## src/rtl/checker_dispatch_pkg.sv

```systemverilog
// Shared types and constants for the checker start/end protocol initiator.
package checker_dispatch_pkg;

    // Width of the mode field on both the host command and the checker bus.
    localparam int MODE_W = 2;

    // Largest number of checker cores the mode field can address.
    localparam int MAX_MODES = 4;

    // Dispatcher sequencing states.
    typedef enum logic [1:0] {
        IDLE    = 2'd0,
        ARM     = 2'd1,
        WAIT    = 2'd2,
        RELEASE = 2'd3
    } state_e;

    // Result status codes returned with every command.
    typedef enum logic [1:0] {
        RES_OK       = 2'b00,
        RES_TIMEOUT  = 2'b01,
        RES_ABORTED  = 2'b10,
        RES_BAD_MODE = 2'b11
    } res_status_e;

    // True when a command mode addresses a core that exists on this bus.
    function automatic logic mode_in_range(input logic [MODE_W-1:0] mode, input int num_modes);
        return int'(mode) < num_modes;
    endfunction

endpackage

```

## src/rtl/checker_dispatch_if.sv

```systemverilog
// Host command/result channel plus the shared checker bus, bundled for the dispatcher.
interface checker_dispatch_if #(
    parameter int NUM_MODES = 4,
    parameter int CNT_W     = 32
);
    // Host command side
    logic                                     cmd_valid;
    logic                                     cmd_ready;
    logic [checker_dispatch_pkg::MODE_W-1:0]  cmd_mode;
    logic [63:0]                              cmd_addr;
    logic [CNT_W-1:0]                         cfg_timeout;
    logic                                     abort;
    logic                                     busy;

    // Result side
    logic                                     res_valid;
    logic [1:0]                               res_status;
    logic [7:0]                               res_ctrl;
    logic [CNT_W-1:0]                         res_cycles;

    // Shared checker bus
    logic [checker_dispatch_pkg::MODE_W-1:0]  cmode;
    logic                                     cstart;
    logic [63:0]                              caddr;
    logic [NUM_MODES-1:0]                     cend;
    logic [8*NUM_MODES-1:0]                   cctrl;

    // The dispatcher drives commands onto the checker bus and returns results.
    modport master (
        input  cmd_valid, cmd_mode, cmd_addr, cfg_timeout, abort, cend, cctrl,
        output cmd_ready, busy, res_valid, res_status, res_ctrl, res_cycles,
               cmode, cstart, caddr
    );

    // Host plus checker cores: the opposite view of the same signals.
    modport slave (
        output cmd_valid, cmd_mode, cmd_addr, cfg_timeout, abort, cend, cctrl,
        input  cmd_ready, busy, res_valid, res_status, res_ctrl, res_cycles,
               cmode, cstart, caddr
    );

endinterface

```

## src/rtl/checker_resp_mux.sv

```systemverilog
// Selects the addressed core's end flag and control byte from the checker bus.
// Modes with no core behind them read back as "not ended, control zero".
module checker_resp_mux
    import checker_dispatch_pkg::*;
#(
    parameter int NUM_MODES = 4
) (
    input  logic [MODE_W-1:0]      sel,
    input  logic [NUM_MODES-1:0]   cend,
    input  logic [8*NUM_MODES-1:0] cctrl,
    output logic                   sel_end,
    output logic [7:0]             sel_ctrl
);

    // Pick cend/cctrl of the core whose index equals sel.
    always_comb begin
        sel_end  = 1'b0;
        sel_ctrl = '0;
        for (int i = 0; i < NUM_MODES; i++) begin
            if (sel == MODE_W'(i)) begin
                sel_end  = cend[i];
                sel_ctrl = cctrl[8*i +: 8];
            end
        end
    end

endmodule

```

## src/rtl/checker_dispatch.sv

```systemverilog
// Initiator for the checker start/end protocol. Accepts one host command at a
// time, raises cstart to the addressed core, waits for its end flag under abort
// and timeout control, and returns one registered result per command.
module checker_dispatch
    import checker_dispatch_pkg::*;
#(
    parameter int NUM_MODES = 4,
    parameter int CNT_W     = 32
) (
    input logic                sys_clk,
    input logic                sys_rst,
    checker_dispatch_if.master bus
);

    localparam logic [CNT_W-1:0] CNT_ONE = {{(CNT_W-1){1'b0}}, 1'b1};
    localparam logic [CNT_W-1:0] CNT_MAX = '1;

    // Registered state and outputs
    state_e             state_q,      state_d;
    logic               cstart_q,     cstart_d;
    logic [MODE_W-1:0]  cmode_q,      cmode_d;
    logic [63:0]        caddr_q,      caddr_d;
    logic [CNT_W-1:0]   timeout_q,    timeout_d;
    logic [CNT_W-1:0]   cnt_q,        cnt_d;
    logic               abort_pend_q, abort_pend_d;
    logic               res_valid_q,  res_valid_d;
    res_status_e        res_status_q, res_status_d;
    logic [7:0]         res_ctrl_q,   res_ctrl_d;
    logic [CNT_W-1:0]   res_cycles_q, res_cycles_d;
    logic               cmd_ready_q,  cmd_ready_d;
    logic               busy_q,       busy_d;

    // Selected core response and helper terms
    logic               sel_end;
    logic [7:0]         sel_ctrl;
    logic               accept;
    logic               abort_now;
    logic               timeout_hit;
    logic [CNT_W-1:0]   cnt_inc;

    // Response select uses the latched mode so it stays on one core for the whole run.
    checker_resp_mux #(
        .NUM_MODES (NUM_MODES)
    ) u_resp_mux (
        .sel      (cmode_q),
        .cend     (bus.cend),
        .cctrl    (bus.cctrl),
        .sel_end  (sel_end),
        .sel_ctrl (sel_ctrl)
    );

    assign accept      = bus.cmd_valid & cmd_ready_q;
    assign abort_now   = bus.abort | abort_pend_q;
    assign timeout_hit = (timeout_q != '0) && (cnt_q == timeout_q - CNT_ONE);
    assign cnt_inc     = (cnt_q == CNT_MAX) ? cnt_q : cnt_q + CNT_ONE;

    // Next-state and next-output decode for the IDLE/ARM/WAIT/RELEASE sequence.
    always_comb begin
        // NOTE: every variable is given its hold value first so no branch of the case leaves one unassigned and infers a latch.
        state_d      = state_q;
        cstart_d     = cstart_q;
        cmode_d      = cmode_q;
        caddr_d      = caddr_q;
        timeout_d    = timeout_q;
        cnt_d        = cnt_q;
        abort_pend_d = abort_pend_q;
        res_valid_d  = 1'b0;
        res_status_d = res_status_q;
        res_ctrl_d   = res_ctrl_q;
        res_cycles_d = res_cycles_q;

        unique case (state_q)
            IDLE: begin
                if (accept) begin
                    cmode_d   = bus.cmd_mode;
                    caddr_d   = bus.cmd_addr;
                    timeout_d = bus.cfg_timeout;
                    if (!mode_in_range(bus.cmd_mode, NUM_MODES)) begin
                        // No core behind this mode: answer at once and never start.
                        res_valid_d  = 1'b1;
                        res_status_d = RES_BAD_MODE;
                        res_ctrl_d   = '0;
                        res_cycles_d = '0;
                    end else begin
                        cstart_d     = 1'b1;
                        abort_pend_d = 1'b0;
                        state_d      = ARM;
                    end
                end
            end

            ARM: begin
                // The core still shows the previous run's sticky cend here, so it
                // is not looked at; an abort arriving now is held for WAIT.
                cnt_d   = '0;
                state_d = WAIT;
                if (bus.abort) begin
                    abort_pend_d = 1'b1;
                end
            end

            WAIT: begin
                if (abort_now || sel_end || timeout_hit) begin
                    cstart_d     = 1'b0;
                    abort_pend_d = 1'b0;
                    res_valid_d  = 1'b1;
                    res_cycles_d = cnt_inc;
                    state_d      = RELEASE;
                    if (abort_now) begin
                        res_status_d = RES_ABORTED;
                        res_ctrl_d   = '0;
                    end else if (sel_end) begin
                        // cctrl is captured on the edge that drops cstart, before
                        // any brief re-arm by the core can disturb it.
                        res_status_d = RES_OK;
                        res_ctrl_d   = sel_ctrl;
                    end else begin
                        res_status_d = RES_TIMEOUT;
                        res_ctrl_d   = '0;
                    end
                end else begin
                    cnt_d = cnt_inc;
                end
            end

            RELEASE: begin
                // One guaranteed low cycle on cstart; the result pulse is visible now.
                state_d = IDLE;
            end

            default: begin
                state_d  = IDLE;
                cstart_d = 1'b0;
            end
        endcase

        cmd_ready_d = (state_d == IDLE);
        busy_d      = (state_d != IDLE);
    end

    // State and output registers with synchronous reset.
    always_ff @(posedge sys_clk) begin
        // NOTE: non-blocking assignments only, so every register samples pre-edge values regardless of statement order.
        if (sys_rst) begin
            state_q      <= IDLE;
            cstart_q     <= 1'b0;
            cmode_q      <= '0;
            caddr_q      <= '0;
            timeout_q    <= '0;
            cnt_q        <= '0;
            abort_pend_q <= 1'b0;
            res_valid_q  <= 1'b0;
            res_status_q <= RES_OK;
            res_ctrl_q   <= '0;
            res_cycles_q <= '0;
            cmd_ready_q  <= 1'b1;
            busy_q       <= 1'b0;
        end else begin
            state_q      <= state_d;
            cstart_q     <= cstart_d;
            cmode_q      <= cmode_d;
            caddr_q      <= caddr_d;
            timeout_q    <= timeout_d;
            cnt_q        <= cnt_d;
            abort_pend_q <= abort_pend_d;
            res_valid_q  <= res_valid_d;
            res_status_q <= res_status_d;
            res_ctrl_q   <= res_ctrl_d;
            res_cycles_q <= res_cycles_d;
            cmd_ready_q  <= cmd_ready_d;
            busy_q       <= busy_d;
        end
    end

    assign bus.cmd_ready  = cmd_ready_q;
    assign bus.busy       = busy_q;
    assign bus.res_valid  = res_valid_q;
    assign bus.res_status = res_status_q;
    assign bus.res_ctrl   = res_ctrl_q;
    assign bus.res_cycles = res_cycles_q;
    assign bus.cmode      = cmode_q;
    assign bus.cstart     = cstart_q;
    assign bus.caddr      = caddr_q;

endmodule

```

## src/flat_wrapper.sv

```systemverilog
// flat-port wrapper written by rule: the top's interface ports become plain ports
module checker_dispatch_flat import checker_dispatch_pkg::*;
#(
    parameter int NUM_MODES = 4,
    parameter int CNT_W     = 32
)
  (sys_clk, sys_rst, bus_cmd_valid, bus_cmd_mode, bus_cmd_addr, bus_cfg_timeout, bus_abort, bus_cend, bus_cctrl, bus_cmd_ready, bus_busy, bus_res_valid, bus_res_status, bus_res_ctrl, bus_res_cycles, bus_cmode, bus_cstart, bus_caddr);
  checker_dispatch_if #(.NUM_MODES(NUM_MODES), .CNT_W(CNT_W)) bus_i ();
  input logic sys_clk;
  input logic sys_rst;
  input wire logic [$bits(bus_i.cmd_valid)-1:0] bus_cmd_valid;
  input wire logic [$bits(bus_i.cmd_mode)-1:0] bus_cmd_mode;
  input wire logic [$bits(bus_i.cmd_addr)-1:0] bus_cmd_addr;
  input wire logic [$bits(bus_i.cfg_timeout)-1:0] bus_cfg_timeout;
  input wire logic [$bits(bus_i.abort)-1:0] bus_abort;
  input wire logic [$bits(bus_i.cend)-1:0] bus_cend;
  input wire logic [$bits(bus_i.cctrl)-1:0] bus_cctrl;
  output wire logic [$bits(bus_i.cmd_ready)-1:0] bus_cmd_ready;
  output wire logic [$bits(bus_i.busy)-1:0] bus_busy;
  output wire logic [$bits(bus_i.res_valid)-1:0] bus_res_valid;
  output wire logic [$bits(bus_i.res_status)-1:0] bus_res_status;
  output wire logic [$bits(bus_i.res_ctrl)-1:0] bus_res_ctrl;
  output wire logic [$bits(bus_i.res_cycles)-1:0] bus_res_cycles;
  output wire logic [$bits(bus_i.cmode)-1:0] bus_cmode;
  output wire logic [$bits(bus_i.cstart)-1:0] bus_cstart;
  output wire logic [$bits(bus_i.caddr)-1:0] bus_caddr;
  assign bus_i.cmd_valid = bus_cmd_valid;
  assign bus_i.cmd_mode = bus_cmd_mode;
  assign bus_i.cmd_addr = bus_cmd_addr;
  assign bus_i.cfg_timeout = bus_cfg_timeout;
  assign bus_i.abort = bus_abort;
  assign bus_i.cend = bus_cend;
  assign bus_i.cctrl = bus_cctrl;
  assign bus_cmd_ready = bus_i.cmd_ready;
  assign bus_busy = bus_i.busy;
  assign bus_res_valid = bus_i.res_valid;
  assign bus_res_status = bus_i.res_status;
  assign bus_res_ctrl = bus_i.res_ctrl;
  assign bus_res_cycles = bus_i.res_cycles;
  assign bus_cmode = bus_i.cmode;
  assign bus_cstart = bus_i.cstart;
  assign bus_caddr = bus_i.caddr;
  checker_dispatch #(.NUM_MODES(NUM_MODES), .CNT_W(CNT_W)) u_core (.sys_clk(sys_clk), .sys_rst(sys_rst), .bus(bus_i));
endmodule
```

## config.mk

```make
export PLATFORM = sky130hd
export DESIGN_NAME = checker_dispatch_flat
export DESIGN_NICKNAME = d
export VERILOG_FILES = /design/src/rtl/checker_dispatch_pkg.sv /design/src/rtl/checker_dispatch_if.sv /design/src/rtl/checker_resp_mux.sv /design/src/rtl/checker_dispatch.sv /design/src/flat_wrapper.sv
export SDC_FILE = /design/constraint.sdc
export NUM_CORES = 1
export LEC_CHECK = 0
export ABC_AREA = 0
export CORE_MARGIN = 2
export CORE_UTILIZATION = 40
export DETAILED_ROUTE_END_ITERATION = 8
export GPL_ROUTABILITY_DRIVEN = 0
export PLACE_DENSITY = 0.67
export SLEW_MARGIN = 20
export SYNTH_ARGS = -nofsm -noshare
export SYNTH_HDL_FRONTEND = slang
export SYNTH_HIERARCHICAL = 1
export SYNTH_SLANG_ARGS = --single-unit
```

## constraint.sdc

```tcl
create_clock -name sys_clk -period 4.05 [get_ports sys_clk]
set_clock_uncertainty 0.1 [all_clocks]
set_input_delay 1.215 -clock sys_clk [delete_from_list [all_inputs] [get_ports sys_clk]]
set_output_delay 1.215 -clock sys_clk [all_outputs]
set_load 0.02 [all_outputs]
```

==> flow_summary_export.csv, run 1 <==
group,metric,value,unit
outcome,status,"completed",
pwr,ir_worst_vdd,0.290,mV
setup_path,ff2ff_path_depth,11,
timing,rsz0062_at_grt,"no",
floorplanning,fp.coreArea,21000,µm²
route,via_count,8278,
setup_path,path_max_fanout,23,
global_route,grt_pass1_vias,7726,
route,dr.pass1.iters,5,
setup_path,end_kind,"flop",
clocking,cts_buffers,17,
final_layout,final_layout_size_suffix_gt1_frac,0.0703,
final_layout,area_growth,38.5,%
setup_path,startpoint_type,"flop",
global_route,grt_antenna_before_repair,0,
clocking,h-tree-depth,4,
pwr,p_leak,4.11,nW
clocking,clock_latency,0.43,ns
floorplanning,die_area,22600,µm²
timing,drv_slew,0,
route,via_per_inst,5.42,
global_route,grt_use_total,0.227,
global_route,grt_max_degree,66,
floorplanning,die_w,150,µm
floorplanning,core.rowCount,53,
route,drc,0,
synth,synth_area_leaders,"dfxtp_1 42%, nand2_1 10%, a21oi_1 8.0%, xor2_1 3.6%, xnor2_1 3.5%",
setup_path,path_buf_inv,2,
floorplanning,die_h,150,µm
synth,async_flop_share,0,
synth,seq_area_frac_synth,0.418,
placed_design,port_buffers,249,
timing,timing.fmax,267,MHz
timing,tns,0,ns
synth,synth_edf_count,0,
clocking,clkTransAtPathRegs,0.07,ns
hold_path,hold_path_class,"reg2reg",
route,wirelength,25900,µm
run,drv_cap,0,
route,ant_nets,0,
route,drt_iter0_drc,499,
hold_path,min_path_cells,2,
clocking,cts-root-buf,"clkbuf_16",
setup_path,critPathKind,"reg2reg",
clocking,cts_setup_buffers,0,
final_layout,fill_cells,1933,
setup_path,cpPeakStageDelay,0.51,ns
setup_path,crit_top_cell,"or4_1",
clocking,cts_resized,0,
synth,synth_nets,1182,
synth,synth_top_area_share,0.418,
synth,ys_warn_count,6,
timing,tightest_slew,0.721,ns
global_route,overflow,0,
synth,synthFlopType,"dfxtp_1",
floorplanning,io_pins,250,
timing,fin_crit_sh,0.926,
setup_path,arrival,3.96,ns
timing,setup_viol,0,
clocking,cts_tree,"built",
floorplanning,initial_utilization,0.408,
timing,fin_crit,3.75,ns
synth,synth_area_per_cell,8.26,µm²
final_layout,final_nets,1382,
route,wire_per_inst,17.0,µm
synth,yosysMostFrequentCell,"nand2_1",
setup_path,worstSetupPathDepth,11,
clocking,hold_buffers,0,
synth,ys_types,63,
setup_path,cp_top_family,"simple AND/OR/NAND/NOR gates",
synth,yosysTopAreaCell,"dfxtp_1",
clocking,clock-sinks,179,
setup_path,cp.required,4.26,ns
synth,synthesis.area,8580,µm²
placed_design,dpl.hpwl,19000,µm
clocking,cts_buffer_depth,2,
pwr,power_density,599,nW/µm²
timing,maxSlewHeadroom,0.519,
synth,synth_common_cells,"228 x nand2_1, 179 x dfxtp_1, 137 x a21oi_1",
setup_path,path_cells,"inv_1 -> ha_1 -> a31oi_1 -> or4_1 -> or4_1 -> nor4_1 -> nand4_2 -> o211ai_2 -> buf_12 -> nor2_2 -> a221o_1",
synth,ys_ff_latch,179,
synth,synthCells,1038,
global_route,grt_pass1_wl,40700,µm
setup_path,critPathSlowestCell,"or4_1",
timing,holdWs,0.356,ns
timing,hold_viol,0,
==> per-stage QoR <==
| step | instance area, µm² | instances | power (mW) | setup WS, ns | util |
|---|---|---|---|---|---|
| CTS | 11900 | 1526 | 7.16 | 0.306 | 0.565 |
| floorplan | 8580 | 1038 | 4.29 | 0.685 | - |
| finish | 11900 | 1527 | 7.12 | 0.298 | 0.565 |
| global route | 11900 | 1526 | 7.55 | 0.0756 | 0.565 |
| global placement | 11300 | 1494 | 5.37 | 0.329 | 0.536 |
| detailed placement | 11300 | 1494 | 5.40 | 0.244 | 0.536 |
==> final cells by class <==
class	instances	area [µm²]	area share
inverter	14	52.6	0.00442
clock buffer	19	453	0.0381
antenna	1	2.50	0.000211
multi-input combinational	758	4580	0.386
clock inverter	13	171	0.0144
tap	275	344	0.0290
timing repair buffer	268	2700	0.227
sequential	179	3580	0.302
==> tightest hold or removal path, cell delays in order (launching register included) <==
cell     delay, ns
dfxtp_1       0.31
nand2_1       0.05
a21oi_1       0.05
==> placed cells by master (no fill, tap or decap), types with 17 or more instances in the layout <==
cell and instances:
xnor2_1 34, o31ai_1 20, nor2_1 35, clkdlybuf4s50_1 248, a21oi_1 137, a311oi_1 28, clkbuf_16 17, dfxtp_1 179
o211ai_1 18, nor3_1 31, nand2_1 228, nand3_1 21, xor2_1 35
==> layer usage <==
layer  track usage  up-vias  wire [µm]
met2         0.347      288      11800
met4        0.0708        0        465
met3        0.0821       34       2450
met1         0.300     3862      11300
li1              -     4094          -
met5             0        -          0
==> kinds of logic (layout without fill, tap and decap cells) <==
family	after synthesis	in the layout	share of synthesized area
adder cells (fa/ha/maj)	6	6	0.00875
XOR/XNOR	69	69	0.0704
other	0	1	0
buffers and inverters	101	314	0.0513
multiplexers	17	17	0.0334
AND/OR/NAND/NOR	409	409	0.224
flip-flops	179	179	0.418
AO/OA/AOI/OAI	257	257	0.194
==> path summary, 6_finish.rpt <==
kind                             start                    to  slack (ns)
setup / recovery   u_core/timeout_q[0]       u_core/cnt_q[5]        0.30
hold / removal    u_core/bus.caddr[48]  u_core/bus.caddr[48]        0.36
setup reg to reg   u_core/timeout_q[0]       u_core/cnt_q[5]        0.30
hold reg to reg   u_core/bus.caddr[48]  u_core/bus.caddr[48]        0.36
==> registers in the layout (all words and copies together), names as in the netlist <==
register and count:
u_core/bus.res_valid 1, u_core/bus.res_cycles 32, u_core/bus.cmd_ready 1, u_core/bus.caddr 64, u_core/bus.busy 1, u_core/state_q 2, u_core/bus.cmode 2, u_core/timeout_q 32
u_core/abort_pend_q 1, u_core/cnt_q 32, u_core/bus.res_ctrl 8, u_core/bus.res_status 2, u_core/bus.cstart 1
==> report_power, final <==
part	switching, mW	total [mW]	internal [mW]
clock network	0.734	1.75	1.02
registers	0.258	2.36	2.10
logic	1.70	3.01	1.31
total	2.69	7.12	4.43
Note: power is estimated with default switching activity, not from simulation.
==> run 2, diff against run 1 <==
- clock period: 4.05 -> 3.5 ns (I/O delays scaled with it)
==> run 2 against run 1 <==
Net effect: via count is 1.3% higher; clock power is 12% higher; non-clock buffer count is 52 higher; cell count is 3.3% higher; highest routed layer unchanged.
==> flow_summary_export.csv, run 2 (synthesis results as in run 1) <==
group,metric,value,unit
final_layout,final_layout_size_suffix_gt1_frac,0.119,
route,via_count,8389,
floorplanning,initial_utilization,0.408,
floorplanning,core.rowCount,53,
pwr,power_density,695,nW/µm²
timing,hold_viol,0,
route,ant_nets,0,
setup_path,cpPeakStageDelay,0.54,ns
setup_path,critPathKind,"reg2reg",
global_route,grt_pass1_vias,7903,
timing,fin_crit_sh,0.979,
pwr,p_leak,4.42,nW
route,wirelength,27400,µm
setup_path,path_cells,"or4_4 -> or3_4 -> buf_6 -> o21a_1 -> o21ai_1 -> nor2_1 -> o211ai_1 -> buf_4 -> o21ai_4 -> buf_12 -> buf_6 -> buf_4 -> o31ai_1 -> and2_1",
clocking,cts_buffers,17,
global_route,grt_util_met3,0.0724,
clocking,clock_latency,0.43,ns
setup_path,worstSetupStartpoint,"u_core/timeout_q[2]",
final_layout,utilization,0.594,
setup_path,cp.required,3.78,ns
hold_path,hold_path_class,"reg2reg",
global_route,grt_antenna_before_repair,0,
timing,timing.fmax,292,MHz
run,drv_cap,0,
clocking,cts_buffer_depth,2,
clocking,cts-root-buf,"clkbuf_16",
final_layout,layout_commonest_cell,"clkdlybuf4s50_1",
clocking,hold_buffers,0,
setup_path,path_max_fanout,8,
setup_path,end_kind,"flop",
final_layout,largest_reg_flops,64,
floorplanning,io_pins,250,
timing,maxSlewHeadroom,0.382,
setup_path,startpoint_type,"flop",
global_route,use_met2,0.368,
route,drt_iter0_drc,630,
placed_design,place_ws,-0.115,ns
final_layout,final_nets,1434,
timing,drv_slew,0,
clocking,cts_tree,"built",
setup_path,critPathSlowestCell,"or4_4",
global_route,met1_usage,0.310,
final_layout,antenna_cells,0,
global_route,grt_pass1_wl,41800,µm
global_route,grt-busiest-layer,"met2",
global_route,overflow,0,
route,dr.pass1.iters,5,
timing,holdWs,0.353,ns
clocking,clock-sinks,179,
route,via_per_inst,5.32,
floorplanning,die_w,150,µm
clocking,clkTransAtPathRegs,0.07,ns
route,wire_per_inst,17.3,µm
final_layout,area_growth,45.5,%
setup_path,path_buf_inv,5,
global_route,grt_max_degree,99,
timing,fin_crit,3.43,ns
setup_path,r2r_start,"u_core/timeout_q[2]",
global_route,grt_use_total,0.233,
floorplanning,die_area,22600,µm²
timing,tns,0,ns
pwr,ir_worst_vdd,0.359,mV
floorplanning,die_h,150,µm
setup_path,arrival,3.70,ns
placed_design,port_buffers,249,
timing,tightest_slew,0.919,ns
clocking,h-tree-depth,4,
placed_design,dpl.hpwl,19300,µm
outcome,status,"completed",
final_layout,layout_common_cells,"248 x clkdlybuf4s50_1, 228 x nand2_1, 178 x dfxtp_1",
setup_path,cp_top_family,"simple AND/OR/NAND/NOR gates",
hold_path,min-delay-start,"u_core/bus.caddr[13]",
route,drc,0,
timing,setup_viol,0,
timing,fin_ws,0.0742,ns
floorplanning,fp.coreArea,21000,µm²
[run 2: cell count changes in the layout (fill, tap and decap cells not counted), moves of 2 or more]
cell | previous run | this run
buf_12 | 5 | 7
buf_4 | 15 | 57
buf_6 | 0 | 6
bufinv_16 | 3 | 1
clkbuf_16 | 17 | 19
clkinv_2 | 2 | 0
clkinv_8 | 0 | 3
mux2_1 | 2 | 0
mux2_4 | 0 | 2
nor4_1 | 11 | 7
nor4_4 | 0 | 3
[run 2: routing by layer]
metal	wire [µm]	share of wire
met3	2250	0.082
met2	12900	0.47
met1	11900	0.43
met5	0	0
met4	361	0.013
[run 2: what timing repair did]
item | CTS | global route
setup endpoints to repair | 48 | 72
gates cloned | 0 | 4
gates resized for setup | 2 | 26
setup buffers | 2 | 9
pin swaps | 2 | 12
[run 2: worst min-delay path, stage by stage, from the launching register on]
cell and delay (ns):
dfxtp_1 0.31, nand2_1 0.05, a21oi_1 0.05
[run 2: metrics by stage]
stage | power [mW] | cells | instance area (µm²)
detailed placement | 6.41 | 1531 | 11500
CTS | 8.40 | 1565 | 12200
floorplan | 4.97 | 1038 | 8580
global placement | 6.36 | 1531 | 11500
finish | 8.67 | 1578 | 12500
global route | 9.19 | 1578 | 12500
[run 2: cell type report]
cell class	instances	area, µm²
repair buffers	320	3170
clock inverters	13	163
clock buffers	19	453
multi-input cells	758	4720
inverters	14	52.6
flip-flops and latches	179	3580
well taps	275	344
fillers	1866	8540
[run 2: worst paths after layout]
kind	endpoint	slack [ns]	cells after the start
setup reg to reg	u_core/bus.cmd_ready	0.07	14
setup / recovery	u_core/bus.cmd_ready	0.07	14
hold reg to reg	u_core/bus.caddr[13]	0.35	2
hold / removal	u_core/bus.caddr[13]	0.35	2
[run 2: power breakdown]
group | internal (mW) | switching (mW)
registers | 2.43 | 0.263
logic | 1.82 | 2.21
clock network | 1.06 | 0.899
total | 5.30 | 3.37
